### config.mk
export PLATFORM = sky130hd
export DESIGN_NAME = rf_wb_queue_flat
export DESIGN_NICKNAME = d
export VERILOG_FILES = /design/src/rtl/rf_wb_queue_if.sv /design/src/rtl/rf_wb_queue.sv /design/src/flat_wrapper.sv
export SDC_FILE = /design/constraint.sdc
export NUM_CORES = 1
export LEC_CHECK = 0
export CELL_PAD_IN_SITES_DETAIL_PLACEMENT = 1
export CELL_PAD_IN_SITES_GLOBAL_PLACEMENT = 2
export CORE_UTILIZATION = 30
export DETAILED_ROUTE_END_ITERATION = 16
export GPL_ROUTABILITY_DRIVEN = 0
export HOLD_SLACK_MARGIN = 0.03
export PLACE_DENSITY_LB_ADDON = 0.1
export SLEW_MARGIN = 20
export SYNTH_ARGS = -nofsm -noshare
export SYNTH_HDL_FRONTEND = slang
export SYNTH_SLANG_ARGS = --single-unit
### constraint.sdc
create_clock -name clk -period 4.7 [get_ports clk]
set_clock_uncertainty 0.2 [all_clocks]
set_input_delay 0.47 -clock clk [delete_from_list [all_inputs] [get_ports clk]]
set_output_delay 0.47 -clock clk [all_outputs]
set_load 0.01 [all_outputs]
### src/rtl/rf_wb_queue_if.sv
// Bus bundle for the register-file writeback queue: producer handshake,
// register-file write port, forwarding lookups and occupancy status.
// The master side is the producer/consumer environment, the slave side is
// the queue itself.
interface rf_wb_queue_if #(
    parameter int DEPTH = 4
);
    localparam int CNT_W = $clog2(DEPTH) + 1;

    // producer side
    logic             in_valid;
    logic             in_ready;
    logic [2:0]       in_addr;
    logic [15:0]      in_data;
    logic             in_only_high;

    // register-file write port
    logic             hold;
    logic             wr_en;
    logic [2:0]       wr_addr;
    logic [15:0]      wr_data;
    logic             wr_only_high;

    // forwarding lookups
    logic [2:0]       rd_addr_a;
    logic [2:0]       rd_addr_b;
    logic             fwd_hit_a;
    logic             fwd_hit_b;
    logic             fwd_partial_a;
    logic             fwd_partial_b;
    logic [15:0]      fwd_data_a;
    logic [15:0]      fwd_data_b;

    // occupancy
    logic [CNT_W-1:0] count;
    logic             empty;

    modport master (
        output in_valid, in_addr, in_data, in_only_high, hold, rd_addr_a, rd_addr_b,
        input  in_ready, wr_en, wr_addr, wr_data, wr_only_high,
        input  fwd_hit_a, fwd_hit_b, fwd_partial_a, fwd_partial_b, fwd_data_a, fwd_data_b,
        input  count, empty
    );

    modport slave (
        input  in_valid, in_addr, in_data, in_only_high, hold, rd_addr_a, rd_addr_b,
        output in_ready, wr_en, wr_addr, wr_data, wr_only_high,
        output fwd_hit_a, fwd_hit_b, fwd_partial_a, fwd_partial_b, fwd_data_a, fwd_data_b,
        output count, empty
    );
endinterface

### src/rtl/rf_wb_queue.sv
// Register-file writeback queue.
// In-order FIFO of {addr, data, only_high} results waiting for the single
// register-file write port. The head entry is written whenever the port is
// free (hold low). Two read ports can look up pending writes; the youngest
// queued entry for the address wins, and a high-byte-only entry is reported
// as partial so the consumer knows the low byte is not available here.
// Occupancy and in_ready come from registered state only, so there is no
// combinational path from in_valid/hold to in_ready.
module rf_wb_queue #(
    parameter int DEPTH = 4
) (
    input  logic           clk,
    input  logic           rst,
    rf_wb_queue_if.slave   bus
);
    localparam int PTR_W = (DEPTH > 1) ? $clog2(DEPTH) : 1;
    localparam int CNT_W = PTR_W + 1;
    localparam logic [CNT_W-1:0] DEPTH_C = CNT_W'(DEPTH);

    // Forwarded value of one entry: a high-only entry exposes only its upper byte.
    function automatic logic [15:0] fwd_value(input logic [15:0] data, input logic only_high);
        logic [15:0] v;
        if (only_high) begin
            v = {data[15:8], 8'h00};
        end else begin
            v = data;
        end
        return v;
    endfunction

    // storage
    logic [2:0]       r_addr_mem [DEPTH];
    logic [15:0]      r_data_mem [DEPTH];
    logic [DEPTH-1:0] r_high_mem;

    // pointers and occupancy
    logic [PTR_W-1:0] r_head;
    logic [PTR_W-1:0] r_tail;
    logic [CNT_W-1:0] r_count;

    // control
    logic             w_empty;
    logic             w_ready;
    logic             w_push;
    logic             w_pop;
    logic [CNT_W-1:0] w_count_nxt;

    // head view
    logic [2:0]       w_wr_addr;
    logic [15:0]      w_wr_data;
    logic             w_wr_only_high;

    // forwarding
    logic [PTR_W-1:0] w_slot [DEPTH];
    logic [DEPTH-1:0] w_live;
    logic             w_hit_a;
    logic             w_hit_b;
    logic             w_part_a;
    logic             w_part_b;
    logic [15:0]      w_fdat_a;
    logic [15:0]      w_fdat_b;

    assign w_empty = (r_count == {CNT_W{1'b0}});
    assign w_ready = (r_count < DEPTH_C);
    assign w_push  = bus.in_valid && w_ready;
    assign w_pop   = !w_empty && !bus.hold;

    // Slot k holds the k-th oldest entry; it is live only if k < count.
    for (genvar k = 0; k < DEPTH; k++) begin : g_age
        assign w_slot[k] = r_head + PTR_W'(k);
        assign w_live[k] = (CNT_W'(k) < r_count);
    end

    // Occupancy next value: a simultaneous push and pop cancel out.
    always_comb begin
        w_count_nxt = r_count;
        case ({w_push, w_pop})
            2'b10:   w_count_nxt = r_count + {{(CNT_W-1){1'b0}}, 1'b1};
            2'b01:   w_count_nxt = r_count - {{(CNT_W-1){1'b0}}, 1'b1};
            default: w_count_nxt = r_count;
        endcase
    end

    // Pointer and occupancy registers; reset discards everything queued.
    always_ff @(posedge clk or negedge rst) begin
        if (!rst) begin
            r_head  <= {PTR_W{1'b0}};
            r_tail  <= {PTR_W{1'b0}};
            r_count <= {CNT_W{1'b0}};
        end else begin
            if (w_push) begin
                r_tail <= r_tail + {{(PTR_W-1){1'b0}}, 1'b1};
            end
            if (w_pop) begin
                r_head <= r_head + {{(PTR_W-1){1'b0}}, 1'b1};
            end
            r_count <= w_count_nxt;
        end
    end

    // Entry storage: write the accepted result at the tail slot.
    always_ff @(posedge clk or negedge rst) begin
        if (!rst) begin
            for (int i = 0; i < DEPTH; i++) begin
                r_addr_mem[i] <= 3'd0;
                r_data_mem[i] <= 16'h0000;
            end
            r_high_mem <= {DEPTH{1'b0}};
        end else begin
            if (w_push) begin
                r_addr_mem[r_tail] <= bus.in_addr;
                r_data_mem[r_tail] <= bus.in_data;
                r_high_mem[r_tail] <= bus.in_only_high;
            end
        end
    end

    // Head entry drives the write port; zeros when nothing is queued.
    always_comb begin
        w_wr_addr      = 3'd0;
        w_wr_data      = 16'h0000;
        w_wr_only_high = 1'b0;
        if (!w_empty) begin
            w_wr_addr      = r_addr_mem[r_head];
            w_wr_data      = r_data_mem[r_head];
            w_wr_only_high = r_high_mem[r_head];
        end else begin
            w_wr_addr      = 3'd0;
            w_wr_data      = 16'h0000;
            w_wr_only_high = 1'b0;
        end
    end

    // Forwarding search oldest to youngest so the youngest match is left standing.
    // The head entry is searched even on the cycle it is being written out.
    always_comb begin
        w_hit_a  = 1'b0;
        w_part_a = 1'b0;
        w_fdat_a = 16'h0000;
        w_hit_b  = 1'b0;
        w_part_b = 1'b0;
        w_fdat_b = 16'h0000;
        for (int k = 0; k < DEPTH; k++) begin
            if (w_live[k] && (r_addr_mem[w_slot[k]] == bus.rd_addr_a)) begin
                w_hit_a  = 1'b1;
                w_part_a = r_high_mem[w_slot[k]];
                w_fdat_a = fwd_value(r_data_mem[w_slot[k]], r_high_mem[w_slot[k]]);
            end else begin
                w_hit_a  = w_hit_a;
                w_part_a = w_part_a;
                w_fdat_a = w_fdat_a;
            end
            if (w_live[k] && (r_addr_mem[w_slot[k]] == bus.rd_addr_b)) begin
                w_hit_b  = 1'b1;
                w_part_b = r_high_mem[w_slot[k]];
                w_fdat_b = fwd_value(r_data_mem[w_slot[k]], r_high_mem[w_slot[k]]);
            end else begin
                w_hit_b  = w_hit_b;
                w_part_b = w_part_b;
                w_fdat_b = w_fdat_b;
            end
        end
    end

    assign bus.in_ready      = w_ready;
    assign bus.wr_en         = w_pop;
    assign bus.wr_addr       = w_wr_addr;
    assign bus.wr_data       = w_wr_data;
    assign bus.wr_only_high  = w_wr_only_high;
    assign bus.fwd_hit_a     = w_hit_a;
    assign bus.fwd_partial_a = w_part_a;
    assign bus.fwd_data_a    = w_fdat_a;
    assign bus.fwd_hit_b     = w_hit_b;
    assign bus.fwd_partial_b = w_part_b;
    assign bus.fwd_data_b    = w_fdat_b;
    assign bus.count         = r_count;
    assign bus.empty         = w_empty;

endmodule

### src/flat_wrapper.sv
// flat-port wrapper written by rule: the top's interface ports become plain ports
module rf_wb_queue_flat 
#(
    parameter int DEPTH = 4
)
  (clk, rst, bus_in_valid, bus_in_addr, bus_in_data, bus_in_only_high, bus_hold, bus_rd_addr_a, bus_rd_addr_b, bus_in_ready, bus_wr_en, bus_wr_addr, bus_wr_data, bus_wr_only_high, bus_fwd_hit_a, bus_fwd_hit_b, bus_fwd_partial_a, bus_fwd_partial_b, bus_fwd_data_a, bus_fwd_data_b, bus_count, bus_empty);
  rf_wb_queue_if #(.DEPTH(DEPTH)) bus_i ();
  input  logic clk;
  input  logic rst;
  input wire logic [$bits(bus_i.in_valid)-1:0] bus_in_valid;
  input wire logic [$bits(bus_i.in_addr)-1:0] bus_in_addr;
  input wire logic [$bits(bus_i.in_data)-1:0] bus_in_data;
  input wire logic [$bits(bus_i.in_only_high)-1:0] bus_in_only_high;
  input wire logic [$bits(bus_i.hold)-1:0] bus_hold;
  input wire logic [$bits(bus_i.rd_addr_a)-1:0] bus_rd_addr_a;
  input wire logic [$bits(bus_i.rd_addr_b)-1:0] bus_rd_addr_b;
  output wire logic [$bits(bus_i.in_ready)-1:0] bus_in_ready;
  output wire logic [$bits(bus_i.wr_en)-1:0] bus_wr_en;
  output wire logic [$bits(bus_i.wr_addr)-1:0] bus_wr_addr;
  output wire logic [$bits(bus_i.wr_data)-1:0] bus_wr_data;
  output wire logic [$bits(bus_i.wr_only_high)-1:0] bus_wr_only_high;
  output wire logic [$bits(bus_i.fwd_hit_a)-1:0] bus_fwd_hit_a;
  output wire logic [$bits(bus_i.fwd_hit_b)-1:0] bus_fwd_hit_b;
  output wire logic [$bits(bus_i.fwd_partial_a)-1:0] bus_fwd_partial_a;
  output wire logic [$bits(bus_i.fwd_partial_b)-1:0] bus_fwd_partial_b;
  output wire logic [$bits(bus_i.fwd_data_a)-1:0] bus_fwd_data_a;
  output wire logic [$bits(bus_i.fwd_data_b)-1:0] bus_fwd_data_b;
  output wire logic [$bits(bus_i.count)-1:0] bus_count;
  output wire logic [$bits(bus_i.empty)-1:0] bus_empty;
  assign bus_i.in_valid = bus_in_valid;
  assign bus_i.in_addr = bus_in_addr;
  assign bus_i.in_data = bus_in_data;
  assign bus_i.in_only_high = bus_in_only_high;
  assign bus_i.hold = bus_hold;
  assign bus_i.rd_addr_a = bus_rd_addr_a;
  assign bus_i.rd_addr_b = bus_rd_addr_b;
  assign bus_in_ready = bus_i.in_ready;
  assign bus_wr_en = bus_i.wr_en;
  assign bus_wr_addr = bus_i.wr_addr;
  assign bus_wr_data = bus_i.wr_data;
  assign bus_wr_only_high = bus_i.wr_only_high;
  assign bus_fwd_hit_a = bus_i.fwd_hit_a;
  assign bus_fwd_hit_b = bus_i.fwd_hit_b;
  assign bus_fwd_partial_a = bus_i.fwd_partial_a;
  assign bus_fwd_partial_b = bus_i.fwd_partial_b;
  assign bus_fwd_data_a = bus_i.fwd_data_a;
  assign bus_fwd_data_b = bus_i.fwd_data_b;
  assign bus_count = bus_i.count;
  assign bus_empty = bus_i.empty;
  rf_wb_queue #(.DEPTH(DEPTH)) u_core (.clk(clk), .rst(rst), .bus(bus_i));
endmodule
==> impl_metrics.toml, run 1 <==
[timing]
slew_violations = 0
min_period_ns = 4.496
timing.final.crit_share = 0.9567
fmax_mhz = 222.4
worst_slew_pin_slew_ns = 1.083
setup_violations = 0
finalHoldViolations = 0
slew_headroom = 0.2755
grt_setup_unrepaired = "false"
tns_ns = 0

[synth]
syn_avg_cell_area_um2 = 10.72
synth.area.top_cells = "dfrtp_1 30%, mux2_2 16%, mux4_2 12%"
netlist_area_um2 = 7287
synth_ff_type = "dfrtp_1"
synth_cells = 680
synth_fp_nets = 719
seq_area_frac_synth = 0.2988
synth_top_area_frac = 0.2988
synth.ff_latch_count = 87
synth_cell_types = 53
yosysTopAreaCell = "dfrtp_1"
synth-edff-count = 0
async_flop_share = 1.000
yosys_warnings = 0

[finish]
antenna_cells = 0
areaGrowthSynthToFinish_pct = 21.88
fin_area_um2 = 8881
nNetsFinal = 793
final_layout_size_suffix_gt1_frac = 0.2793
instances_no_fill = 1078

[detailed_routing]
wl_met1_um = 11720
vias_per_cell = 5.609
drt_iter0_markers = 248
drc = 0
vias = 6046
top_layer = "met4"
wl_met3_um = 826
ant_nets = 0
wl_met2_um = 12590
dr.pass1.iters = 4
routed_wl_um = 25500
wl_per_cell_um = 23.66

[floorplanning]
rows = 56
die_h_um = 157.9
dieArea_um2 = 24920
core_area_um2 = 23610
num_io_pins = 92
start_util = 0.3086
die_x_um = 157.9

[worst_setup_path]
rrSetupSlack_ns = 1.92
timing_worst_setup_path_type = "flip-flop to output port"
cp.arrival_ns = 3.83
critPathCaptureType = "output port"
cp_max_fo = 15
startpoint_type = "flip-flop"
worstRegToRegCells = 9
required_ns = 4.03

[clock_tree]
htreeDepth = 3
cts_made_buffers = 9
clockRootBuffer = "clkbuf_16"
clock_latency_ns = 0.36
numClockSinks = 87
cts.clk_slew.worst_paths_ns = 0.07
cts_tree = "done"
cts.path.max_buffers = 2

[global_route]
grt_max_degree = 88
grt_pass1_wl_um = 39890
grt.overflow.total = 0
grt_pass1_vias = 6504
antenna_found_initial = 0
track_usage = 0.2171

[placed_design]
post-dp-hpwl_um = 18280
place_area_um2 = 8542
io_buffers = 91
placedCellCount = 1061

[worst_hold_path]
whs_path_depth = 1
hold_class = "flip-flop to flip-flop"

[flow_run]
max_cap_viol_count = 0

[run_status]
status = "completed"
## metrics by stage
step           hold WS [ns]  setup slack (ns)  utilization
2_1_floorplan      -0.02559             1.661            -
3_3_place_gp         0.3245            0.3489       0.3618
3_5_place_dp         0.3448            0.2568       0.3618
4_1_cts              0.1786            0.1017       0.3747
5_1_grt              0.3810           0.04002       0.3761
6_report             0.3602            0.2035       0.3761
## flip-flops by register name, indices dropped and copies added (netlist names)
signal             cells
u_core.r_high_mem      4
u_core.bus.count       3
u_core.r_addr_mem     12
u_core.r_data_mem     64
u_core.r_tail          2
u_core.r_head          2
## logic make-up (layout without fill, tap and decap cells)
| logic type | after synthesis | after routing | synth area share |
|---|---|---|---|
| buffers and inverters | 66 | 145 | 0.04859 |
| AOI/OAI and AO/OA | 123 | 123 | 0.1271 |
| adders and majority gates | 9 | 9 | 0.01545 |
| muxes | 182 | 182 | 0.3384 |
| and+or+nand+nor | 184 | 184 | 0.1368 |
| DFF | 87 | 87 | 0.2988 |
| xor gates and xnor gates | 29 | 29 | 0.03486 |
## critical path, cell delays in order, from the launching register on
cell             delay, ns
dfrtp_2               0.63
mux4_2                0.60
xor2_1                0.21
or4_1                 0.88
mux2i_1               0.22
o221ai_1              0.31
clkdlybuf4s50_1       0.61
## worst paths after layout
| check | startpoint | end |
|---|---|---|
| setup / recovery | u_core.r_head[0] | bus_fwd_partial_a |
| max in group asynchronous | rst | u_core.r_head[1] |
| hold / removal | u_core.r_data_mem[0] | u_core.r_data_mem[0] |
| setup reg to reg | u_core.bus.count[0] | u_core.bus.count[2] |
| hold reg to reg | u_core.r_data_mem[0] | u_core.r_data_mem[0] |
| min in group asynchronous | rst | u_core.r_tail[1] |
## Yosys cell counts (all sizes together) (4+ instances only)
cell type  number
mux2          102
dfrtp          87
nor2           51
mux4           41
a211oi         40
mux2i          39
nand2          34
buf            30
clkbuf         28
nor2b          28
nor4           24
a21oi          20
xor2           17
o21ai          14
a221oi         13
nand3          13
xnor2          12
ha              9
nand2b          9
o31ai           9
a31oi           8
inv             8
nor3b           7
a311oi          5
o221ai          5
o22ai           4
## placed cells by master (no fill, tap or decap), types with 19 or more instances in the layout
| cell type | count |
|---|---|
| mux4_2 | 40 |
| dfrtp_1 | 85 |
| buf_4 | 25 |
| nor4_1 | 19 |
| mux2_2 | 102 |
| nand2_1 | 33 |
| a21oi_1 | 20 |
| a211oi_1 | 40 |
| nor2_1 | 51 |
| mux2i_1 | 39 |
| clkdlybuf4s50_1 | 90 |
| nor2b_1 | 27 |
## per-layer routing
layer,up-vias,global-route usage
met5,-,0
met4,0,0.05594
met3,23,0.03367
met2,115,0.3684
met1,3154,0.2862
li1,2754,-
## area by class of cell
cell class,instances,area [um^2]
Fill cell,2612,14730
Timing Repair Buffer,121,1181
Clock buffer,12,246.5
Multi-Input combinational cell,527,4787
Tap cell,319,399.1
Sequential cell,87,2182
Inverter,8,30.03
Clock inverter,4,55.05
## what timing repair did
item                                    4_1_cts  5_1_grt
resized for setup                             1        3
pin swaps                                     0        0
endpoints found under the setup margin       15        3
setup buffers                                 0        0
cloned                                        0        0
hold buffers                                  0        1
hold endpoints to repair                      0        2
Power of run 1 is not shown: default switching activity piles up to over one toggle a cycle in this logic, so the estimate is an artifact.
==> run 2: changes to the inputs <==
--- a/config.mk
+++ b/config.mk
@@ -5,6 +5,7 @@
 export SDC_FILE = /design/constraint.sdc
 export NUM_CORES = 1
 export LEC_CHECK = 0
+export ABC_CLOCK_PERIOD_IN_PS = 4700
 export CELL_PAD_IN_SITES_DETAIL_PLACEMENT = 1
 export CELL_PAD_IN_SITES_GLOBAL_PLACEMENT = 2
 export CORE_UTILIZATION = 30
==> results of run 2 <==
The final DEF is identical to that of run 1; final timing and power are the same.
Power of run 2 is left out for the same reason.
==> run 3: changes to the inputs <==
--- a/config.mk
+++ b/config.mk
@@ -5,14 +5,14 @@
 export SDC_FILE = /design/constraint.sdc
 export NUM_CORES = 1
 export LEC_CHECK = 0
-export ABC_CLOCK_PERIOD_IN_PS = 4700
+export ABC_CLOCK_PERIOD_IN_PS = 5000
 export CELL_PAD_IN_SITES_DETAIL_PLACEMENT = 1
 export CELL_PAD_IN_SITES_GLOBAL_PLACEMENT = 2
 export CORE_UTILIZATION = 30
 export DETAILED_ROUTE_END_ITERATION = 16
 export GPL_ROUTABILITY_DRIVEN = 0
 export HOLD_SLACK_MARGIN = 0.03
-export PLACE_DENSITY_LB_ADDON = 0.1
+export PLACE_DENSITY = 0.77
 export SLEW_MARGIN = 20
 export SYNTH_ARGS = -nofsm -noshare
 export SYNTH_HDL_FRONTEND = slang
==> constraint.sdc (replaced) <==
create_clock -name clk -period 5 [get_ports clk]
set_clock_uncertainty 0.2 [all_clocks]
set_input_delay 0.5 -clock clk [delete_from_list [all_inputs] [get_ports clk]]
set_output_delay 0.5 -clock clk [all_outputs]
set_load 0.01 [all_outputs]
==> impl_metrics.toml, run 3 (same netlist as run 1, synthesis figures left out) <==
[run_status]
status = "completed"

[detailed_routing]
top_layer = "met4"
wl_met3_um = 952
wl_met1_um = 11400
ant_nets = 0
wl_met2_um = 11110
vias_per_cell = 5.613
drc = 0
dr.pass1.iters = 4
wl_per_cell_um = 22.15
drt_iter0_markers = 304
vias = 6034
routed_wl_um = 23820

[clock_tree]
clockRootBuffer = "clkbuf_16"
cts_made_buffers = 9
cts.clk_slew.worst_paths_ns = 0.07
htreeDepth = 3
cts_setup_buffers = 0
post_cts_resized = 0
numClockSinks = 87
cts_tree = "done"
clock_latency_ns = 0.35
cts.path.max_buffers = 2

[worst_hold_path]
hold_class = "flip-flop to flip-flop"

[worst_setup_path]
cp_max_fo = 26
timing_worst_setup_path_type = "flip-flop to output port"
startpoint_type = "flip-flop"
required_ns = 4.30
cp.arrival_ns = 3.98
critPathCaptureType = "output port"

[global_route]
track_usage = 0.2036
grt_pass1_vias = 6301
grt_max_degree = 49
grt_pass1_wl_um = 37920
grt.overflow.total = 0
antenna_found_initial = 0

[finish]
final_layout_size_suffix_gt1_frac = 0.2765
n_fill_cell = 2647
layout_common_cells = "102 x mux2_2, 90 x clkdlybuf4s50_1, 85 x dfrtp_1"
nNetsFinal = 790
biggestRegsByFlops = "u_core.r_data_mem (64), u_core.r_addr_mem (12), u_core.r_high_mem (4)"
antenna_cells = 0
fin_area_um2 = 8778
largest_reg_flops = 64
top_register = "u_core.r_data_mem"
areaGrowthSynthToFinish_pct = 20.47
layout_commonest_cell = "mux2_2"

[floorplanning]
start_util = 0.3086
num_io_pins = 92
rows = 56
core_area_um2 = 23610
die_x_um = 157.9
die_h_um = 157.9
dieArea_um2 = 24920

[placed_design]
place_area_um2 = 8484
pre_cts_ws_ns = 0.7284
post-dp-hpwl_um = 17150
io_buffers = 91

[timing]
tns_ns = 0
fmax_mhz = 213.5
setup_violations = 0
grt_setup_unrepaired = "false"
finalHoldViolations = 0
slew_headroom = 0.3165
worst_slack_ns = 0.3154
worst_slew_pin_slew_ns = 1.022
min_period_ns = 4.685
slew_violations = 0
timing.final.crit_share = 0.9369

[flow_run]
max_cap_viol_count = 0
run 3: cell count changes in the layout (fill, tap and decap cells not counted), sizes merged:
| cell | change |
|---|---|
| bufinv | -1 |
| buf | -3 |
| clkinv | +1 |
| inv | +1 |
| clkbuf | -1 |
run 3: cell type report:
type                       count  area [um^2]  share of cell area
sequential                    87         2182              0.2486
clock buffer                  11        252.7             0.02879
inverter                       8        30.03            0.003421
clock inverter                 5        31.28            0.003563
tap                          319        399.1             0.04547
timing repair buffer         118         1114              0.1269
multi-input combinational    527         4770              0.5433
run 3: through the flow:
step / utilization / instances / hold WS [ns]
after global placement: 0.3592 / 1058 / 0.3328
after floorplan: - / 680 / 0.004409
after detailed placement: 0.3593 / 1058 / 0.3367
final: 0.3718 / 1075 / 0.3539
after global routing: 0.3718 / 1075 / 0.3835
after CTS: 0.3718 / 1075 / 0.3549
run 3: repair_timing:
action                                  CTS  global route
hold buffers                              1             0
endpoints found under the hold margin    46             0
endpoints found under the setup margin    0             0
run 3: path summary, 6_finish.rpt:
kind | startpoint | to | slack [ns] | cells after the start
max | u_core.r_head[1] | bus_fwd_data_a[1] | 0.32 | 7
min | u_core.r_data_mem[23] | u_core.r_data_mem[23] | 0.35 | 1
max reg2reg | u_core.bus.count[0] | u_core.bus.count[2] | 2.23 | 8
min reg2reg | u_core.r_data_mem[23] | u_core.r_data_mem[23] | 0.35 | 1
max in group asynchronous | rst | u_core.r_head[1] | 3.07 | 3
min in group asynchronous | rst | u_core.r_data_mem[58] | 0.49 | 2
run 3: per-layer routing:
metal	global-route usage	vias to the layer above
met5	0	-
met4	0.05594	0
met3	0.03504	16
met2	0.3212	138
met1	0.2850	3122
li1	-	2758
run 3: critical path, stage by stage (launching register included):
cell and delay [ns]:
dfrtp_4 0.65, mux4_2 0.61, xor2_1 0.27, buf_4 0.24
or3_1 0.36, nand2_2 0.34, o31ai_1 0.53, clkdlybuf4s50_1 0.63
Power of run 3 is left out for the same reason.
